**config.mk**
```make
export PLATFORM = sky130hd
export DESIGN_NAME = flit_sink_flat
export DESIGN_NICKNAME = d
export VERILOG_FILES = /design/src/rtl/flit_sink_if.sv /design/src/rtl/flit_sink.sv /design/src/flat_wrapper.sv
export SDC_FILE = /design/constraint.sdc
export NUM_CORES = 1
export LEC_CHECK = 0
export CORE_MARGIN = 5
export CORE_UTILIZATION = 56
export DETAILED_ROUTE_END_ITERATION = 8
export GPL_ROUTABILITY_DRIVEN = 0
export GPL_TIMING_DRIVEN = 0
export PLACE_DENSITY = 0.81
export SYNTH_ARGS = -nofsm -noshare
export SYNTH_HDL_FRONTEND = slang
export SYNTH_SLANG_ARGS = --single-unit
```
**constraint.sdc**
```tcl
create_clock -name clk -period 10.3 [get_ports clk]
set_input_delay 2.575 -clock clk [delete_from_list [all_inputs] [get_ports clk]]
set_output_delay 2.575 -clock clk [all_outputs]
set_load 0.01 [all_outputs]
```
**src/rtl/flit_sink_if.sv**
```systemverilog
// Flit stream bundle carried from a mux or router egress into a sink.
// Latency: none, wires only.
// Backpressure: none; a flit is taken every cycle ivalid is high.
interface flit_sink_if #(
  parameter int PAYW  = 64,
  parameter int TYPEW = 2,
  parameter int VCHW  = 1
);
  logic [TYPEW+PAYW-1:0] idata;
  logic                  ivalid;
  logic [VCHW-1:0]       ivch;

  modport master (output idata, output ivalid, output ivch);
  modport slave  (input  idata, input  ivalid, input  ivch);
endinterface

```
**src/rtl/flit_sink.sv**
```systemverilog
// Flit sink: per-VC head/data/tail framing, packet/flit/toggle counters, sticky error flags.
// Latency: 1 cycle from a sampled flit to every registered output.
// Backpressure: none; every valid flit is accepted, back-to-back on any VC.
module flit_sink #(
  parameter int PAYW  = 64,
  parameter int TYPEW = 2,
  parameter int VCHW  = 1,
  parameter int CNTW  = 32,
  localparam int NVC  = 1 << VCHW
) (
  input  logic              clk,
  input  logic              rst_,
  flit_sink_if.slave        flit,
  input  logic              clr,
  output logic [CNTW-1:0]   pkt_cnt,
  output logic [CNTW-1:0]   flit_cnt,
  output logic [CNTW-1:0]   tgl_cnt,
  output logic [15:0]       last_len,
  output logic [NVC-1:0]    busy,
  output logic [3:0]        err
);

  localparam int FW  = TYPEW + PAYW;
  localparam int PCW = $clog2(FW + 1);

  localparam logic [TYPEW-1:0] T_NONE = TYPEW'(0);
  localparam logic [TYPEW-1:0] T_HEAD = TYPEW'(1);
  localparam logic [TYPEW-1:0] T_TAIL = TYPEW'(2);
  localparam logic [TYPEW-1:0] T_DATA = TYPEW'(3);

  localparam logic [0:0] ST_IDLE = 1'b0;
  localparam logic [0:0] ST_BODY = 1'b1;

  // Per-VC framing state and length
  logic [NVC-1:0] state_q, state_d;
  logic [15:0]    len_q [NVC];
  logic [15:0]    len_d [NVC];

  // Statistics and history
  logic [CNTW-1:0] pkt_cnt_q, pkt_cnt_d;
  logic [CNTW-1:0] flit_cnt_q, flit_cnt_d;
  logic [CNTW-1:0] tgl_cnt_q, tgl_cnt_d;
  logic [15:0]     last_len_q, last_len_d;
  logic [3:0]      err_q, err_d;
  logic [FW-1:0]   prev_q, prev_d;
  logic            prev_vld_q, prev_vld_d;

  // Decode helpers
  logic [TYPEW-1:0] ftype;
  logic [VCHW-1:0]  vc;
  logic [15:0]      len_cur;
  logic [15:0]      len_inc;
  logic             tail_hit;
  logic [15:0]      done_len;
  logic             e_idle, e_head, e_none;

  // Toggle datapath
  logic [FW-1:0]   diff;
  logic [PCW-1:0]  pop;
  logic [CNTW:0]   tgl_sum;
  logic [CNTW-1:0] tgl_next;

  assign ftype   = flit.idata[FW-1:PAYW];
  assign vc      = flit.ivch;
  assign len_cur = len_q[vc];
  assign len_inc = (len_cur == 16'hFFFF) ? 16'hFFFF : len_cur + 16'd1;
  assign diff    = flit.idata ^ prev_q;

  // Framing FSM of the addressed VC; runs even while clr is held so packets in flight survive
  always_comb begin
    state_d  = state_q;
    len_d    = len_q;
    tail_hit = 1'b0;
    done_len = 16'd0;
    e_idle   = 1'b0;
    e_head   = 1'b0;
    e_none   = 1'b0;
    if (flit.ivalid) begin
      if (ftype == T_NONE) begin
        e_none = 1'b1;
      end else if (state_q[vc] == ST_IDLE) begin
        if (ftype == T_HEAD) begin
          state_d[vc] = ST_BODY;
          len_d[vc]   = 16'd1;
        end else begin
          e_idle = 1'b1;
        end
      end else begin
        case (ftype)
          T_HEAD: begin
            // A new head mid-packet abandons the old one and restarts framing
            e_head    = 1'b1;
            len_d[vc] = 16'd1;
          end
          T_DATA: begin
            len_d[vc] = len_inc;
          end
          T_TAIL: begin
            state_d[vc] = ST_IDLE;
            tail_hit    = 1'b1;
            done_len    = len_inc;
          end
          default: begin
          end
        endcase
      end
    end
  end

  // Hamming distance to the previous valid flit, summed one extra bit wide and clamped
  always_comb begin
    pop = '0;
    for (int i = 0; i < FW; i++) begin
      pop = pop + PCW'(diff[i]);
    end
    tgl_sum  = {1'b0, tgl_cnt_q} + (CNTW+1)'(pop);
    tgl_next = tgl_sum[CNTW] ? {CNTW{1'b1}} : tgl_sum[CNTW-1:0];
  end

  // Counters, last length, history and sticky errors; clr wins over a concurrent flit
  always_comb begin
    pkt_cnt_d  = pkt_cnt_q;
    flit_cnt_d = flit_cnt_q;
    tgl_cnt_d  = tgl_cnt_q;
    last_len_d = last_len_q;
    err_d      = err_q;
    prev_d     = prev_q;
    prev_vld_d = prev_vld_q;
    if (clr) begin
      pkt_cnt_d  = '0;
      flit_cnt_d = '0;
      tgl_cnt_d  = '0;
      last_len_d = '0;
      err_d      = '0;
      prev_vld_d = 1'b0;
    end else if (flit.ivalid) begin
      flit_cnt_d = (flit_cnt_q == {CNTW{1'b1}}) ? flit_cnt_q : flit_cnt_q + CNTW'(1);
      if (prev_vld_q) begin
        tgl_cnt_d = tgl_next;
      end
      prev_d     = flit.idata;
      prev_vld_d = 1'b1;
      if (tail_hit) begin
        pkt_cnt_d  = (pkt_cnt_q == {CNTW{1'b1}}) ? pkt_cnt_q : pkt_cnt_q + CNTW'(1);
        last_len_d = done_len;
      end
      err_d[0] = err_q[0] | e_idle;
      err_d[1] = err_q[1] | e_head;
      err_d[2] = err_q[2] | e_none;
      err_d[3] = err_q[3] | (pkt_cnt_d == {CNTW{1'b1}}) | (flit_cnt_d == {CNTW{1'b1}})
                          | (tgl_cnt_d == {CNTW{1'b1}});
    end
  end

  // State registers; reset drops any packet in flight
  always_ff @(posedge clk or negedge rst_) begin
    if (!rst_) begin
      state_q    <= '0;
      len_q      <= '{default: '0};
      pkt_cnt_q  <= '0;
      flit_cnt_q <= '0;
      tgl_cnt_q  <= '0;
      last_len_q <= '0;
      err_q      <= '0;
      prev_q     <= '0;
      prev_vld_q <= 1'b0;
    end else begin
      state_q    <= state_d;
      len_q      <= len_d;
      pkt_cnt_q  <= pkt_cnt_d;
      flit_cnt_q <= flit_cnt_d;
      tgl_cnt_q  <= tgl_cnt_d;
      last_len_q <= last_len_d;
      err_q      <= err_d;
      prev_q     <= prev_d;
      prev_vld_q <= prev_vld_d;
    end
  end

  assign pkt_cnt  = pkt_cnt_q;
  assign flit_cnt = flit_cnt_q;
  assign tgl_cnt  = tgl_cnt_q;
  assign last_len = last_len_q;
  assign busy     = state_q;
  assign err      = err_q;

endmodule
```
**src/flat_wrapper.sv**
```systemverilog
// flat-port wrapper written by rule: the top's interface ports become plain ports
module flit_sink_flat 
#(
  parameter int PAYW  = 64,
  parameter int TYPEW = 2,
  parameter int VCHW  = 1,
  parameter int CNTW  = 32,
  localparam int NVC  = 1 << VCHW
)
  (clk, rst_, clr, pkt_cnt, flit_cnt, tgl_cnt, last_len, busy, err, flit_idata, flit_ivalid, flit_ivch);
  flit_sink_if #(.PAYW(PAYW), .TYPEW(TYPEW), .VCHW(VCHW)) flit_i ();
  input  logic clk;
  input  logic rst_;
  input  logic clr;
  output logic [CNTW-1:0] pkt_cnt;
  output logic [CNTW-1:0] flit_cnt;
  output logic [CNTW-1:0] tgl_cnt;
  output logic [15:0] last_len;
  output logic [NVC-1:0] busy;
  output logic [3:0] err;
  input wire logic [$bits(flit_i.idata)-1:0] flit_idata;
  input wire logic [$bits(flit_i.ivalid)-1:0] flit_ivalid;
  input wire logic [$bits(flit_i.ivch)-1:0] flit_ivch;
  assign flit_i.idata = flit_idata;
  assign flit_i.ivalid = flit_ivalid;
  assign flit_i.ivch = flit_ivch;
  flit_sink #(.PAYW(PAYW), .TYPEW(TYPEW), .VCHW(VCHW), .CNTW(CNTW)) u_core (.clk(clk), .rst_(rst_), .flit(flit_i), .clr(clr), .pkt_cnt(pkt_cnt), .flit_cnt(flit_cnt), .tgl_cnt(tgl_cnt), .last_len(last_len), .busy(busy), .err(err));
endmodule
```
### Word level (Yosys, flattened, before mapping)

Cells that the tools add are included.

| word-level totals | value |
|---|---|
| logic and storage cells | 176 |
| input bits | 71 |
| register bits | 217 |

| operators by class | value |
|---|---|
| add/subtract/negate cells | 69 |
| multiplexer cells | 56 |
| order comparisons | 4 |
| reductions and logical operators | 11 |
| eq/ne operators | 10 |
| bitwise gates (word level) | 16 |

Operators by type and width:

| cell | number |
|---|---|
| two-way mux 32 bit | 17 |
| adder 7 x 1 -> 7 bit | 64 |
| two-way mux 16 bit | 11 |
| == test 32 bit, second input constant | 5 |
| XOR 66 bit | 1 |
| adder 32 x 1 -> 32 bit, second input constant | 2 |
| one-hot mux 32 bit (2 select lines) | 1 |
| adder 32 x 7 -> 33 bit | 1 |
| bitwise mux 32 bit | 1 |
| bitwise AND 30 bit | 1 |
| NOT 30 bit | 1 |
| two-way mux 1 bit | 19 |
| adder 16 x 1 -> 16 bit, second input constant | 1 |
| demux 16 bit (select 1 bit) | 1 |
| == test 16 bit, second input constant | 1 |
| two-way mux 4 bit | 2 |
| AND reduction 4 bit | 2 |
| nonzero test 2 bit | 4 |
| two-way mux 2 bit | 3 |
| OR 1 bit | 6 |
| == test 2 bit, second input constant | 2 |
| OR 2 bit | 2 |
| AND reduction 2 bit | 2 |
| adder 1 x 1 -> 2 bit | 1 |
| 13 further kinds | 15 |

### Depth between registers and ports, before layout

| logic depth | value |
|---|---|
| depth in word-level cells | 75 |
| gate-level depth with buffers | 34 |

### Worst setup path after synthesis

OpenSTA, ideal clock, no wires.

| timing | value |
|---|---|
| path kind | input port to flip-flop |
| start | input flit_idata[0] |
| end | register u_core.err_q[3] (netlist: u_core.err[3]) |
| setup time | 0.066 ns |
| arrival | 10.711 ns |
| cell stages on the path | 30 |
| buffers on the path | 2 |
| path slack | -0.477 ns |
| cell sequence | xor2_1 ha_1 fa_1 fa_1 fa_1 fa_1 fa_1 fa_1 inv_1 fa_1 fa_1 fa_1 fa_1 inv_1 a21o_1 a21oi_1 o21bai_1 a21o_1 ha_1 clkbuf_1 o21ai_0 nand2b_1 o41a_1 clkbuf_1 nand3_1 or3_1 xnor2_1 nand3_1 o41ai_1 a41o_1 |

| between the ends | value |
|---|---|
| cells in the longest elaborated chain, start to end | 75 |

RTL lines:

| element | line | text |
|---|---|---|
| from (decl) | flat_wrapper.sv:21 | `input wire logic [$bits(flit_i.idata)-1:0] flit_idata;` |
| XOR 66 bit | flit_sink.sv:67 | `assign diff = flit.idata ^ prev_q;` |
| adder 1 x 1 -> 2 bit | flit_sink.sv:114 | `pop = pop + PCW'(diff[i]);` |
| adder 7 x 1 -> 7 bit (64 in series) | flit_sink.sv:114 |  |
| adder 32 x 7 -> 33 bit | flit_sink.sv:116 | `tgl_sum = {1'b0, tgl_cnt_q} + (CNTW+1)'(pop);` |
| two-way mux 32 bit | flit_sink.sv:117 | `tgl_next = tgl_sum[CNTW] ? {CNTW{1'b1}} : tgl_sum[CNTW-1:0];` |
| two-way mux 32 bit | flit_sink.sv:138 | `if (prev_vld_q) begin` |
| two-way mux 32 bit | flit_sink.sv:136 | `end else if (flit.ivalid) begin` |
| two-way mux 32 bit | flit_sink.sv:129 | `if (clr) begin` |
| == test 32 bit | flit_sink.sv:151 | `\| (tgl_cnt_d == {CNTW{1'b1}});` |
| OR 1 bit | flit_sink.sv:151 |  |
| two-way mux 4 bit | flit_sink.sv:136 |  |
| two-way mux 4 bit | flit_sink.sv:129 |  |
| to (signal assigned) | flit_sink.sv:174 | `err_q <= err_d;` |
| to (decl) | flit_sink.sv:44 | `logic [3:0] err_q, err_d;` |

No other way between the ends. The select of a mux whose other input is x is not followed.
A chain may end at the register's enable or synchronous reset.

### Worst setup path after layout

| timing | value |
|---|---|
| start | input flit_idata[28] |
| end | register u_core.err_q[3] (netlist: u_core.err[3]) |

| between the ends | value |
|---|---|
| cells in the longest elaborated chain, start to end | 48 |

RTL lines:

| element | line |
|---|---|
| XOR 66 bit | flit_sink.sv:67 |
| adder 7 x 1 -> 7 bit (38 in series) | flit_sink.sv:114 |
| adder 32 x 7 -> 33 bit | flit_sink.sv:116 |
| two-way mux 32 bit | flit_sink.sv:117 |
| two-way mux 32 bit | flit_sink.sv:138 |
| two-way mux 32 bit | flit_sink.sv:136 |
| two-way mux 32 bit | flit_sink.sv:129 |
| == test 32 bit | flit_sink.sv:151 |
| OR 1 bit | flit_sink.sv:151 |
| two-way mux 4 bit | flit_sink.sv:136 |
| two-way mux 4 bit | flit_sink.sv:129 |

No other way between the ends. The select of a mux whose other input is x is not followed.

==> summary.md <==
| Metric | Value |
|---|---|
| Status | `finished with violations` |
| Violated checks | `setup timing` |
| Yosys reg bits | `217` |
| TritonCTS clock tree | `done` |
| HP Class | `reg -> reg` |
| Synth Area per Inst | `a little under 10 um^2` |
| Drc violations | `0` |
| Final period util | `1.02` |
| Post-route ant nets | `0` |
| # setup viols final | `1` |
| Synth top area share | `0.392` |
| Post-synth EDFFs | `0` |
| Post-layout nets | `between 1,500 and 2,000` |
| DR pass1 iterations | `5` |
| Worst-Margin Slew | `1.02 ns` |
| Worst path required time | `around 11 ns` |
| Drt initial violations | `between 900 and 1,000` |
| Die Y | `167 um` |
| Post-synth top flop | `dfrtp_1` |
| Diodes inserted | `0` |
| Number of global-route vias before repair | `~12,000` |
| Via density | `about 6.0` |
| DP HPWL | `~28,000 um` |
| # IOs | `around 190` |
| Max cap viols | `0` |
| Routed wire per std cell | `19.9 um` |
| Via count | `~12,000` |
| Max-slew violation count | `0` |
| RSZ-0062 raised after global routing | `true` |
| Die width | `around 170 um` |
| Synth-to-Final Area Change | `26.0%` |
| Layout fillers | `1,745` |
| Slew HR | `0.321` |
| Clk_skew | `slightly above 0.01 ns` |
| Initial core utilization | `0.569` |
| GRT Total Usage | `0.276` |
| Critical Path Fanout Max | `3` |
| Syn Nets | `approximately 1,600` |
| CTS buffer count | `25` |
| Crit path time final | `~10 ns` |
| Worst setup path category | `in -> reg` |
| WP data arrival | `roughly 11 ns` |
| Final Hold Vio Count | `0` |
| Crit path launch type | `input pin` |
| Count leader, synth | `dfrtp_1` |
| Final worst setup slack | `-0.178 ns` |
| Max clock buf depth | `3` |
| Max frequency | `0.0954 GHz` |
| Top cells by count, synth | `dfrtp_1, nor2_1, nand2_1, xor2_1, xnor2_1` |
| Largest net degree at the start of global routing | `between 100 and 150` |
| Total wire length | `39,700 um` |
| Ys async rst share | `1.00` |
| Initial antenna violation count | `1` |
| Post-placement cell area | `roughly 16,000 um^2` |
| Critical Path End Type | `register` |
| GRT overflow | `0` |
| H-tree depth | `1` |
| Number of I/O port buffers | `roughly 190` |
| Core Area | `24,300 um^2` |
| Final core utilization | `0.717` |
| Row count | `57` |
| First-pass GRT wire length | `63,700 um` |
| Die area | `about 28,000 um^2` |
| Clock root cell | `clkbuf_16` |
| Worst-Skew Late Latency | `~0.53 ns` |
| Sequential-to-total area share from yosys stat | `0.392` |
| Synthesized area | `around 14,000 um^2` |
| Clk sinks | `approximately 220` |
| Cells after synthesis | `1,422` |
| Clk slew on worst S/H paths | `~0.06 ns` |
| Area leader, netlist | `dfrtp_1` |
| Fraction of layout cells with a size suffix above 1 | `0.131` |
| Dominant cells by area after synthesis | `dfrtp_1, fa_1, mux2_2, xor2_1, xnor2_1` |
| Netlist cell types | `69` |
| Syn. warnings | `0` |
| Final instance area | `roughly 17,000 um^2` |
## logic make-up (layout without fill, tap and decap cells)
family | Yosys count | count (layout) | synth area share
and+or+nand+nor | 521 | 521 | 0.185
DFF | 217 | 217 | 0.392
AOI/OAI and AO/OA | 211 | 211 | 0.104
xor gates and xnor gates | 162 | 162 | 0.102
buffers and inverters | 137 | 383 | 0.0385
muxes | 92 | 92 | 0.0734
adders and majority gates | 82 | 82 | 0.105
## path summary, 6_finish.rpt
| path | start | to | cells after the start | slack [ns] |
|---|---|---|---|---|
| setup / recovery | flit_idata[28] | u_core.err[3]$_DFFE_PN0P_ | 28 | -0.18 |
| hold / removal | u_core.len_q[28]$_DFFE_PN0P_ | u_core.len_q[28]$_DFFE_PN0P_ | 1 | 0.50 |
| setup reg to reg | u_core.prev_q[0]$_DFFE_PN0P_ | u_core.err[3]$_DFFE_PN0P_ | 28 | 1.59 |
| hold reg to reg | u_core.len_q[28]$_DFFE_PN0P_ | u_core.len_q[28]$_DFFE_PN0P_ | 1 | 0.50 |
| max in group asynchronous | rst_ | u_core.pkt_cnt[19]$_DFFE_PN0P_ | 2 | 7.14 |
| min in group asynchronous | rst_ | u_core.tgl_cnt[14]$_DFFE_PN0P_ | 1 | 2.10 |
## sequential cells by signal, indices dropped and copies added (netlist names), named ones only
name               cells
u_core.prev_q         66
u_core.flit_cnt       32
u_core.len_q          32
u_core.pkt_cnt        32
u_core.tgl_cnt        32
u_core.last_len       16
u_core.err             4
u_core.prev_vld_q      1
## critical path, cell delays in order
cell and delay (ns):
clkdlybuf4s50_1 0.49, xor2_1 0.19, fa_1 0.47, fa_2 0.55, fa_1 0.44, fa_1 0.51
fa_1 0.45, fa_1 0.56, inv_2 0.04, fa_1 0.52, fa_1 0.44, fa_2 0.38
fa_2 0.40, inv_2 0.05, a21o_1 0.11, a21oi_2 0.07, xnor2_1 0.14, ha_1 0.37
o211ai_1 0.13, o211ai_1 0.27, buf_4 0.18, nand2_4 0.06, nor2_4 0.11, xor2_2 0.18
nand4_1 0.11, or4_4 0.54, o41ai_4 0.39, a41o_1 0.21
## per-layer routing
| metal | global-route usage | up-vias | routed length [um] |
|---|---|---|---|
| li1 | - | 5433 | - |
| met1 | 0.365 | 5807 | 15900 |
| met2 | 0.457 | 542 | 19100 |
| met3 | 0.0669 | 99 | 3450 |
| met4 | 0.0797 | 4 | 1190 |
| met5 | 0.0139 | - | 68 |
## final cells by class
cell class | count | area [um^2] | area share
clock inverters | 9 | 145 | 0.00832
repair buffers | 204 | 2000 | 0.115
inverters | 66 | 248 | 0.0142
multi-input cells | 1068 | 8190 | 0.470
flip-flops and latches | 217 | 5430 | 0.311
clock buffers | 36 | 717 | 0.0411
plain buffers | 68 | 308 | 0.0176
well taps | 324 | 405 | 0.0232
## cells in the final DEF, fill, tap and decap left out, types with 38 or more instances in the layout
cell type / instances
a21oi_1: 52
clkbuf_1: 53
clkdlybuf4s50_1: 153
dfrtp_1: 217
fa_1: 50
inv_1: 61
mux2_2: 72
nand2_1: 106
nand3_1: 55
nand4_1: 40
nor2_1: 151
nor3_1: 46
o21ai_0: 38
xnor2_1: 67
xor2_1: 75
## stage by stage
stage	setup TNS (ns)	std cells	hold slack (ns)	worst slack [ns]
3_5_place_dp	-30.75	1933	0.489	-1.41
5_1_grt	-0.685	1992	0.520	-0.378
4_1_cts	-0.197	1987	0.501	-0.197
6_report	-0.178	1992	0.500	-0.178
2_1_floorplan	0	1422	0.457	0.00182
3_3_place_gp	-574.81	1932	0.476	-2.55
## repair_timing
item                                    CTS  global route
pin swaps                                52            43
setup buffers                            10             7
resized for setup                        82            51
hold buffers                              0             0
endpoints found under the setup margin   26            23
Power is not shown: default switching activity piles up to over one toggle a cycle in this logic, so the estimate is an artifact.
